[src/rtl/bcd_scan_mux_pkg.sv]
// Shared types and helpers for the multiplexed BCD display scanner.
package bcd_disp_pkg;

  localparam int BCD_W = 4;

  typedef enum logic {BLANK, SHOW} scan_state_t;

  function automatic logic bcd_valid(input logic [BCD_W-1:0] nibble);
    return nibble <= 4'd9;
  endfunction

endpackage

[src/rtl/bcd_scan_mux_if.sv]
// Double-buffered load port of the display scanner.
interface bcd_scan_mux_if
  import bcd_disp_pkg::*;
#(
  parameter int NUM_DIGITS = 4
);

  logic                        load_valid;
  logic                        load_ready;
  logic [BCD_W*NUM_DIGITS-1:0] load_data;

  modport master (output load_valid, output load_data, input load_ready);
  modport slave  (input load_valid, input load_data, output load_ready);

endinterface

[src/rtl/bcd_scan_timer.sv]
// Prescaler and slot index; strobes describe the cycle that follows the next rising edge.
module bcd_scan_timer #(
  parameter int  NUM_DIGITS   = 4,
  parameter int  PRESCALE     = 1000,
  parameter int  BLANK_CYCLES = 8,
  localparam int IDX_W        = (NUM_DIGITS > 1) ? $clog2(NUM_DIGITS) : 1,
  localparam int CNT_W        = (PRESCALE > 1) ? $clog2(PRESCALE) : 1
) (
  input  logic             clk,
  input  logic             rst_n,
  output logic [IDX_W-1:0] idx_nxt,
  output logic             slot_start,
  output logic             show_start,
  output logic             frame_last
);

  logic [CNT_W-1:0] cnt, cnt_nxt;
  logic [IDX_W-1:0] idx;

  always_comb begin
    cnt_nxt = cnt + 1'b1;
    idx_nxt = idx;
    if (cnt == CNT_W'(PRESCALE - 1)) begin
      cnt_nxt = '0;
      idx_nxt = (idx == IDX_W'(NUM_DIGITS - 1)) ? '0 : idx + 1'b1;
    end
  end

  assign slot_start = (cnt_nxt == '0);
  assign show_start = (cnt_nxt == CNT_W'(BLANK_CYCLES));
  assign frame_last = (cnt_nxt == CNT_W'(PRESCALE - 1)) && (idx_nxt == IDX_W'(NUM_DIGITS - 1));

  always_ff @(posedge clk or negedge rst_n) begin
    if (!rst_n) begin
      cnt <= '0;
      idx <= '0;
    end else begin
      cnt <= cnt_nxt;
      idx <= idx_nxt;
    end
  end

endmodule

[src/rtl/bcd_scan_mux.sv]
// Scans packed BCD digits onto one bus with dead time, blanking and tear-free buffered updates.
module bcd_scan_mux
  import bcd_disp_pkg::*;
#(
  parameter int  NUM_DIGITS   = 4,
  parameter int  PRESCALE     = 1000,
  parameter int  BLANK_CYCLES = 8,
  localparam int IDX_W        = (NUM_DIGITS > 1) ? $clog2(NUM_DIGITS) : 1,
  localparam int DW           = BCD_W * NUM_DIGITS
) (
  input  logic                  clk,
  input  logic                  rst_n,
  bcd_scan_mux_if.slave         ld,
  input  logic                  lz_blank_en,
  output logic [BCD_W-1:0]      bcd_out,
  output logic [NUM_DIGITS-1:0] digit_sel,
  output logic                  err_invalid,
  output logic                  frame_done,
  output scan_state_t           state_dbg
);

  logic [IDX_W-1:0]      idx_nxt;
  logic                  slot_start, show_start, frame_last;
  logic [DW-1:0]         shadow, active, active_nxt;
  logic                  shadow_empty, shadow_empty_nxt;
  scan_state_t           state, state_nxt;
  logic                  supp, supp_nxt;
  logic [BCD_W-1:0]      nib, bcd_nxt;
  logic [NUM_DIGITS-1:0] sel_nxt;
  logic                  lz_zero, err_nxt, accept, transfer;

  bcd_scan_timer #(
    .NUM_DIGITS   (NUM_DIGITS),
    .PRESCALE     (PRESCALE),
    .BLANK_CYCLES (BLANK_CYCLES)
  ) u_timer (
    .clk        (clk),
    .rst_n      (rst_n),
    .idx_nxt    (idx_nxt),
    .slot_start (slot_start),
    .show_start (show_start),
    .frame_last (frame_last)
  );

  // Handshake: load_data is captured on a rising edge where load_valid && load_ready;
  // load_ready is high exactly while the shadow buffer is empty, so valid is ignored otherwise.
  assign accept       = ld.load_valid && shadow_empty;
  assign transfer     = frame_done && !shadow_empty;
  assign ld.load_ready = shadow_empty;
  assign state_dbg    = state;

  always_comb begin
    active_nxt       = transfer ? shadow : active;
    shadow_empty_nxt = shadow_empty;
    if (transfer)    shadow_empty_nxt = 1'b1;
    else if (accept) shadow_empty_nxt = 1'b0;

    state_nxt = state;
    if (slot_start)      state_nxt = BLANK;
    else if (show_start) state_nxt = SHOW;

    nib     = active_nxt[idx_nxt*BCD_W +: BCD_W];
    lz_zero = 1'b1;
    err_nxt = 1'b0;
    for (int i = 0; i < NUM_DIGITS; i++) begin
      if (!bcd_valid(active_nxt[i*BCD_W +: BCD_W])) err_nxt = 1'b1;
      if (i >= int'(idx_nxt) && active_nxt[i*BCD_W +: BCD_W] != '0) lz_zero = 1'b0;
    end

    // Suppression is decided once per slot so a mid-slot lz_blank_en change waits for the next slot.
    supp_nxt = supp;
    if (slot_start)
      supp_nxt = !bcd_valid(nib) || (lz_blank_en && idx_nxt != '0 && lz_zero);

    sel_nxt = '0;
    if (state_nxt == SHOW && !supp_nxt) sel_nxt[idx_nxt] = 1'b1;
    bcd_nxt = bcd_valid(nib) ? nib : '0;
  end

  always_ff @(posedge clk or negedge rst_n) begin
    if (!rst_n) state <= BLANK;
    else        state <= state_nxt;
  end

  always_ff @(posedge clk or negedge rst_n) begin
    if (!rst_n) begin
      shadow       <= '0;
      shadow_empty <= 1'b1;
      active       <= '0;
      supp         <= 1'b0;
      bcd_out      <= '0;
      digit_sel    <= '0;
      err_invalid  <= 1'b0;
      frame_done   <= 1'b0;
    end else begin
      if (accept) shadow <= ld.load_data;
      shadow_empty <= shadow_empty_nxt;
      active       <= active_nxt;
      supp         <= supp_nxt;
      bcd_out      <= bcd_nxt;
      digit_sel    <= sel_nxt;
      err_invalid  <= err_nxt;
      frame_done   <= frame_last;
    end
  end

endmodule

[src/flat_wrapper.sv]
// flat-port wrapper written by rule: the top's interface ports become plain ports
module bcd_scan_mux_flat import bcd_disp_pkg::*;
#(
  parameter int  NUM_DIGITS   = 4,
  parameter int  PRESCALE     = 1000,
  parameter int  BLANK_CYCLES = 8,
  localparam int IDX_W        = (NUM_DIGITS > 1) ? $clog2(NUM_DIGITS) : 1,
  localparam int DW           = BCD_W * NUM_DIGITS
)
  (clk, rst_n, lz_blank_en, bcd_out, digit_sel, err_invalid, frame_done, state_dbg, ld_load_valid, ld_load_data, ld_load_ready);
  bcd_scan_mux_if #(.NUM_DIGITS(NUM_DIGITS)) ld_i ();
  input  logic clk;
  input  logic rst_n;
  input  logic lz_blank_en;
  output logic [BCD_W-1:0] bcd_out;
  output logic [NUM_DIGITS-1:0] digit_sel;
  output logic err_invalid;
  output logic frame_done;
  output scan_state_t state_dbg;
  input wire logic [$bits(ld_i.load_valid)-1:0] ld_load_valid;
  input wire logic [$bits(ld_i.load_data)-1:0] ld_load_data;
  output wire logic [$bits(ld_i.load_ready)-1:0] ld_load_ready;
  assign ld_i.load_valid = ld_load_valid;
  assign ld_i.load_data = ld_load_data;
  assign ld_load_ready = ld_i.load_ready;
  bcd_scan_mux #(.NUM_DIGITS(NUM_DIGITS), .PRESCALE(PRESCALE), .BLANK_CYCLES(BLANK_CYCLES)) u_core (.clk(clk), .rst_n(rst_n), .ld(ld_i), .lz_blank_en(lz_blank_en), .bcd_out(bcd_out), .digit_sel(digit_sel), .err_invalid(err_invalid), .frame_done(frame_done), .state_dbg(state_dbg));
endmodule
[config.mk]
export PLATFORM = sky130hd
export DESIGN_NAME = bcd_scan_mux_flat
export DESIGN_NICKNAME = d
export VERILOG_FILES = /design/src/rtl/bcd_scan_mux_pkg.sv /design/src/rtl/bcd_scan_mux_if.sv /design/src/rtl/bcd_scan_timer.sv /design/src/rtl/bcd_scan_mux.sv /design/src/flat_wrapper.sv
export SDC_FILE = /design/constraint.sdc
export NUM_CORES = 1
export LEC_CHECK = 0
export BUFFER_PORTS_ARGS = -buffer_cell sky130_fd_sc_hd__buf_2
export CORE_MARGIN = 2
export CORE_UTILIZATION = 25
export DETAILED_ROUTE_END_ITERATION = 8
export PLACE_DENSITY = 0.37
export SLEW_MARGIN = 10
export SYNTH_ARGS = -nofsm -noshare
export SYNTH_HDL_FRONTEND = slang
export SYNTH_SLANG_ARGS = --single-unit
[constraint.sdc]
create_clock -name clk -period 2.5 [get_ports clk]
set_clock_uncertainty 0.1 [all_clocks]
set_input_delay 0.375 -clock clk [delete_from_list [all_inputs] [get_ports clk]]
set_output_delay 0.375 -clock clk [all_outputs]
set_load 0.005 [all_outputs]
# Word level (Yosys, flattened, before mapping)
# Cells that the tools add are included.
# word_totals
register_bits,57
in_bits,20
output_inout_bits,12
# classes
n_addsub,2
n_lt_le_gt_ge,10
eq_ne,5
shift,1
mux,21
reduce_logical,21
# ops
cell,count
== test 10 bit (second input constant),2
<= comparator 4 bit (second input constant),5
2-to-1 mux 16 bit,1
nonzero test 4 bit,4
indexed part select 16 x 5 -> 4 bit,1
2-to-1 mux 1 bit,14
adder 10 x 1 -> 10 bit (second input constant),1
== test 10 x 4 -> 1 bit (second input constant),1
logical AND 1 bit,10
zero test 10 bit,1
2-to-1 mux 10 bit,1
2-to-1 mux 4 bit,2
== test 2 bit (second input constant),2
>= comparator 1 x 2 -> 1 bit (first input constant),2
2-to-1 mux 2 bit,2
nonzero test 2 bit,2
zero test 1 bit,3
< comparator 2 x 3 -> 1 bit (second input constant),1
adder 2 x 1 -> 2 bit (second input constant),1
demux 1 bit (select 2 bit),1
>= comparator 2 x 1 -> 1 bit (second input constant),1
>= comparator 2 bit (first input constant),1
logical OR 1 bit,1

# Longest topological paths before layout
# logic_depth
word_depth,15
ltp_mapped,9
mapped_depth_nobuf,8

# Modules after synthesis
# From an unflattened synthesis, not the netlist that was laid out.
# hier_totals
cells_unflattened,219
hier_area_um2,2652.5
# modules_own_cells
module,n_inst,cells_each,area_per_inst_um2,seq_area_each_um2
bcd_scan_mux,1,143,1884.3,1127.3
bcd_scan_timer,1,76,768.2,300.3

# Least setup slack after synthesis
# Ideal clock, no wire load.
# synth_timing
path_type,reg2reg
from,reg u_core.u_timer.cnt[0]
to,reg u_core.bcd_out[3]
setup_ps,126
t_arrival_ps,1987
required_ps,2274
slack_ps,287
stages_incl_launch_ff,8
period_less_slack_ps,2213
cell_sequence,dfrtp_1 -> ha_1 -> or3b_4 -> o31ai_2 -> and2_4 -> a2111oi_2 -> or2_1 -> nor3b_2
# synth_between
elab_chain_cells,5
# synth_rtl
item,line,text
start: declaration,bcd_scan_timer.sv:17,"logic [CNT_W-1:0] cnt, cnt_nxt;"
start signal: assignment,bcd_scan_timer.sv:38,cnt <= cnt_nxt;
== test 10 bit (*),bcd_scan_timer.sv:23,if (cnt == CNT_W'(PRESCALE - 1)) begin
2-to-1 mux 2 bit (*),bcd_scan_timer.sv:23,
indexed part select 16 x 5 -> 4 bit (*),bcd_scan_mux.sv:62,nib = active_nxt[idx_nxt*BCD_W +: BCD_W];
<= comparator 4 bit,bcd_scan_mux_pkg.sv:9,return nibble <= 4'd9;
2-to-1 mux 4 bit (*),bcd_scan_mux.sv:77,bcd_nxt = bcd_valid(nib) ? nib : '0;
named net u_core.bcd_nxt[3],bcd_scan_mux.sv:28,"logic [BCD_W-1:0] nib, bcd_nxt;"
end signal: assignment,bcd_scan_mux.sv:100,bcd_out <= bcd_nxt;
end: declaration,bcd_scan_mux.sv:15,"output logic [BCD_W-1:0] bcd_out,"
# Mark *: on every way through the listed nets, which the timed path passes. The rest lies on a longest branch.
# A chain may end at the register's enable or synchronous reset.

# Final worst setup path
# layout_timing
from,reg u_core.u_timer.cnt[1]
to,reg u_core.bcd_out[3]
# The elaborated chain is that of the path after synthesis.

==> summary.txt <==
Run status
  • Outcome: completed

Global routing
  • Vias in the first global route: approximately 2200
  • Number of antenna violations at the first check in global routing: 0
  • Global route total overflow: 0
  • Global-route wire length before repair: 12100 µm
  • Pin count of the biggest net entering global routing: 40
  • Total GRT Usage: 12.47%

Yosys
  • Sequential share of the synthesized area: 48.53%
  • Area contributors post-synth: dfrtp_1 48%, mux2_2 7.7%, nand2_1 3.8%, mux4_2 3.1%, mux2i_1 2.7%
  • Complex-gate fraction of the synthesized area: 12.29%
  • Async set-or-reset flop fraction in the synthesized netlist: 100.0%
  • XOR/XNOR Fraction of Synth Area: roughly 1.5%
  • Share of the synthesized area in the top cell type: 47.64%
  • Area share of fa/ha/maj cells after synthesis: 1.276%
  • Largest family of logic cells by synthesized area: simple AND/OR/NAND/NOR gates
  • Gate count of the mapped netlist: 265
  • Multiplexer fraction of the synthesized cell area: 13.44%
  • Synth Net Count: 288
  • EDFF count, synth: 0
  • Area leader, netlist: dfrtp_1
  • Number of library cell types mapped by synthesis: 65
  • Syn Area/Cell: between 10 and 15 µm²
  • Most used flip-flop cell after synthesis: dfrtp_1
  • Total of warnings raised by yosys: 0
  • Synthesized-area fraction occupied by and/or/nand/nor cells: 18.67%
  • Post-Syn Area: 2942 µm²
  • #FFs+latches synth: 57

Clocking
  • Root buffer selected by CTS: clkbuf_16
  • Maximum clock path buffer count: 2
  • Clk sink count: 57
  • H-tree depth: 3
  • Number of buffers created by CTS: 9
  • CTS tree: done
  • Clock edge transition at the registers on the reported setup and hold paths: roughly 50 ps
  • Worst skew pair latency: 330 ps

Critical path
  • Worst-path cell chain: ha_2, or3b_4, o31ai_2, and2_4, a2111oi_4, or2_1, nor3b_2
  • Slowest cell on the critical path: or3b_4
  • Delay contributed by the slowest stage of the critical path: 450 ps
  • Crit Path Max Fanout: 6
  • Critical Path Source Type: register
  • Bufs and invs on worst path: 0
  • CP Class: register to register
  • CP top delay family: simple AND/OR/NAND/NOR gates
  • Worst EP arrival: 2480 ps
  • Type of element capturing the critical path: register
  • Data required time of the worst path: 2600 ps

Finish
  • Number of inserted filler cells in the final layout: 1187
  • Antenna cells: 0
  • Post-route cell area: between 3000 and 4000 µm²
  • Combined area of the multi-input logic cells: between 1000 and 1500 µm²
  • Final nets: between 300 and 400
  • Area growth from synthesis to layout: 26.84%
  • Register area: approximately 1400 µm²
  • Fraction of final layout cells with drive strength greater than 1: between 30% and 40%

STA
  • Sum of negative setup slack: 0 ps
  • Pin slew with the least headroom to its limit: between 700 and 800 ps
  • Final Hold Vio Count: 0
  • RSZ-0062 raised after global routing: false
  • Relative max-transition margin: 48.50%
  • Count of final max-slew check failures: 0
  • Fraction of the cycle the final worst path needs: around 95%
  • Final period demand of the worst path: 2373 ps
  • Setup violation total in the final timing report: 0
  • Maximum clock frequency: between 400 and 500 MHz

Route
  • Routed vias: about 2200
  • Via/cell ratio: about 4.7
  • Count of unresolved DRC violations after routing: 0
  • Routed wire length: 7375 µm
  • Antenna-violating nets left: 0
  • Average wire length per cell after detail routing: 15.89 µm
  • Detailed router's first-iteration violation count: 106
  • Number of iterations in the first detailed-routing pass: 4

Floorplanning
  • Starting density of the core: 25.65%
  • Total I/O pin count: 32
  • Number of rows in the core area: 39
  • Die Y: 112.5 µm
  • Overall die width: 112.5 µm
  • Area inside the core boundary: 11470 µm²
  • Die Footprint: 12650 µm²

Placement
  • Placed cell areas: 3338 µm²
  • Global placer's final weighted congestion: 0.7846
  • Port buffer count: 31
  • DPL Wire Length: 5606 µm

Min path
  • Tightest Hold Check Type: input pin to register

Power
  • Power density of the placed cells: 603.4 nW/µm²
  • Share of total power in sequential cells: between 40% and 50%
  • NetSw: ~0.45 mW
  • Power share of the clock group: 57.3%
  • Switching share of total power: 19.79%
  • Leakage Power: 1.862 nW
  • Relative contribution of combinational cells to total power: 1.7%
  • Max VDD drop: 0.2554 mV
  • Int Power: 1.806 mW

Run
  • Max-cap violations: 0
[synthesized netlist by cell type, types with 3 or more instances]
cell type / n
nand3_1: 6
nor2_1: 18
o21a_1: 3
buf_2: 5
a211oi_1: 4
o21ai_0: 5
ha_1: 3
or3_1: 3
a32oi_1: 3
dfrtp_1: 56
nor3_1: 9
xnor2_1: 4
a21oi_1: 3
nor2b_1: 3
inv_1: 15
mux4_2: 4
mux2_2: 20
buf_4: 3
nand2_1: 30
and3_1: 5
mux2i_1: 8
[power groups by stage]
stage,Combinational (mW),Sequential [mW],Clock [mW]
global route,0.0441,0.923,1.39
global placement,0.0388,0.939,0
floorplan,0.000672,0.940,0
finish,0.0373,0.924,1.29
CTS,0.0405,0.924,1.32
detailed placement,0.0393,0.939,0
[layer usage]
metal  vias to the layer above  global-route usage (%)  part of all wire, %
li1                       1054                       -                    -
met1                      1073                   17.86                   51
met2                        40                   16.83                   43
met3                        10                   4.536                  4.7
met4                         0                   5.285                  2.1
met5                         -                       0                    0
[cells by family after synthesis]
kind of cell             after synthesis
buffers and inverters                 27
AO/OA/AOI/OAI                         44
AND/OR/NAND/NOR                       97
flip-flops                            57
adder cells (fa/ha/maj)                3
multiplexers                          32
XOR/XNOR                               5
[repair_timing]
action | in CTS | in global routing
buffers inserted | 0 | 4
hold endpoints to repair | 18 | 0
endpoints found under the setup margin | 1 | 9
hold buffers | 1 | 0
gates resized for setup | 1 | 6
pin swaps | 0 | 1
[final timing paths]
kind	start	end	slack, ps	depth (start not counted)
setup / recovery	u_core.u_timer.cnt[1]	u_core.bcd_out[3]	130	7
hold / removal	ld_load_data[9]	u_core.shadow[9]	170	2
setup reg to reg	u_core.u_timer.cnt[1]	u_core.bcd_out[3]	130	7
hold reg to reg	u_core.active[0]	u_core.active[0]	390	2
max in group asynchronous	rst_n	u_core.ld.load_ready	1250	3
min in group asynchronous	rst_n	u_core.u_timer.cnt[0]	430	2
[sequential cells by signal (all words and copies together), names as in the netlist]
| name | flops |
|---|---|
| u_core.shadow | 16 |
| u_core.u_timer.idx | 2 |
| u_core.frame_done | 1 |
| u_core.err_invalid | 1 |
| u_core.digit_sel | 4 |
| u_core.bcd_out | 4 |
| u_core.active | 16 |
| u_core.ld.load_ready | 1 |
| u_core.u_timer.cnt | 10 |
| u_core.state_dbg | 1 |
| u_core.supp | 1 |
[through the flow]
| stage | setup slack, ps | std cells | power (mW) | hold WS, ps | util, % |
|---|---|---|---|---|---|
| final | 127.3 | 464 | 2.251 | 170.1 | 32.54 |
| after global routing | 22.68 | 464 | 2.353 | 163.4 | 32.54 |
| after CTS | 70.71 | 460 | 2.289 | 159.7 | 31.96 |
| after detailed placement | 29.73 | 443 | 0.9787 | 271.0 | 29.11 |
| after global placement | 2.591 | 443 | 0.9783 | 272.6 | 29.11 |
| after floorplan | 287.5 | 265 | 0.9404 | -20.59 | - |
[cell type report]
| class | count | area share (%) |
|---|---|---|
| Timing Repair Buffer | 52 | 8.786 |
| Inverter | 15 | 1.509 |
| Clock buffer | 10 | 6.137 |
| Multi-Input combinational cell | 181 | 38.26 |
| Sequential cell | 57 | 38.26 |
| Tap cell | 143 | 4.795 |
| Clock inverter | 6 | 2.247 |
[cell usage in the layout (no fill, tap or decap), types with 7 or more instances in the layout]
cell,n
buf_2,31
buf_4,19
clkbuf_16,9
dfrtp_1,56
inv_1,15
mux2_2,20
mux2i_1,7
nand2_1,30
nor2_1,18
nor3_1,9
(Power assumes the default switching activity.)
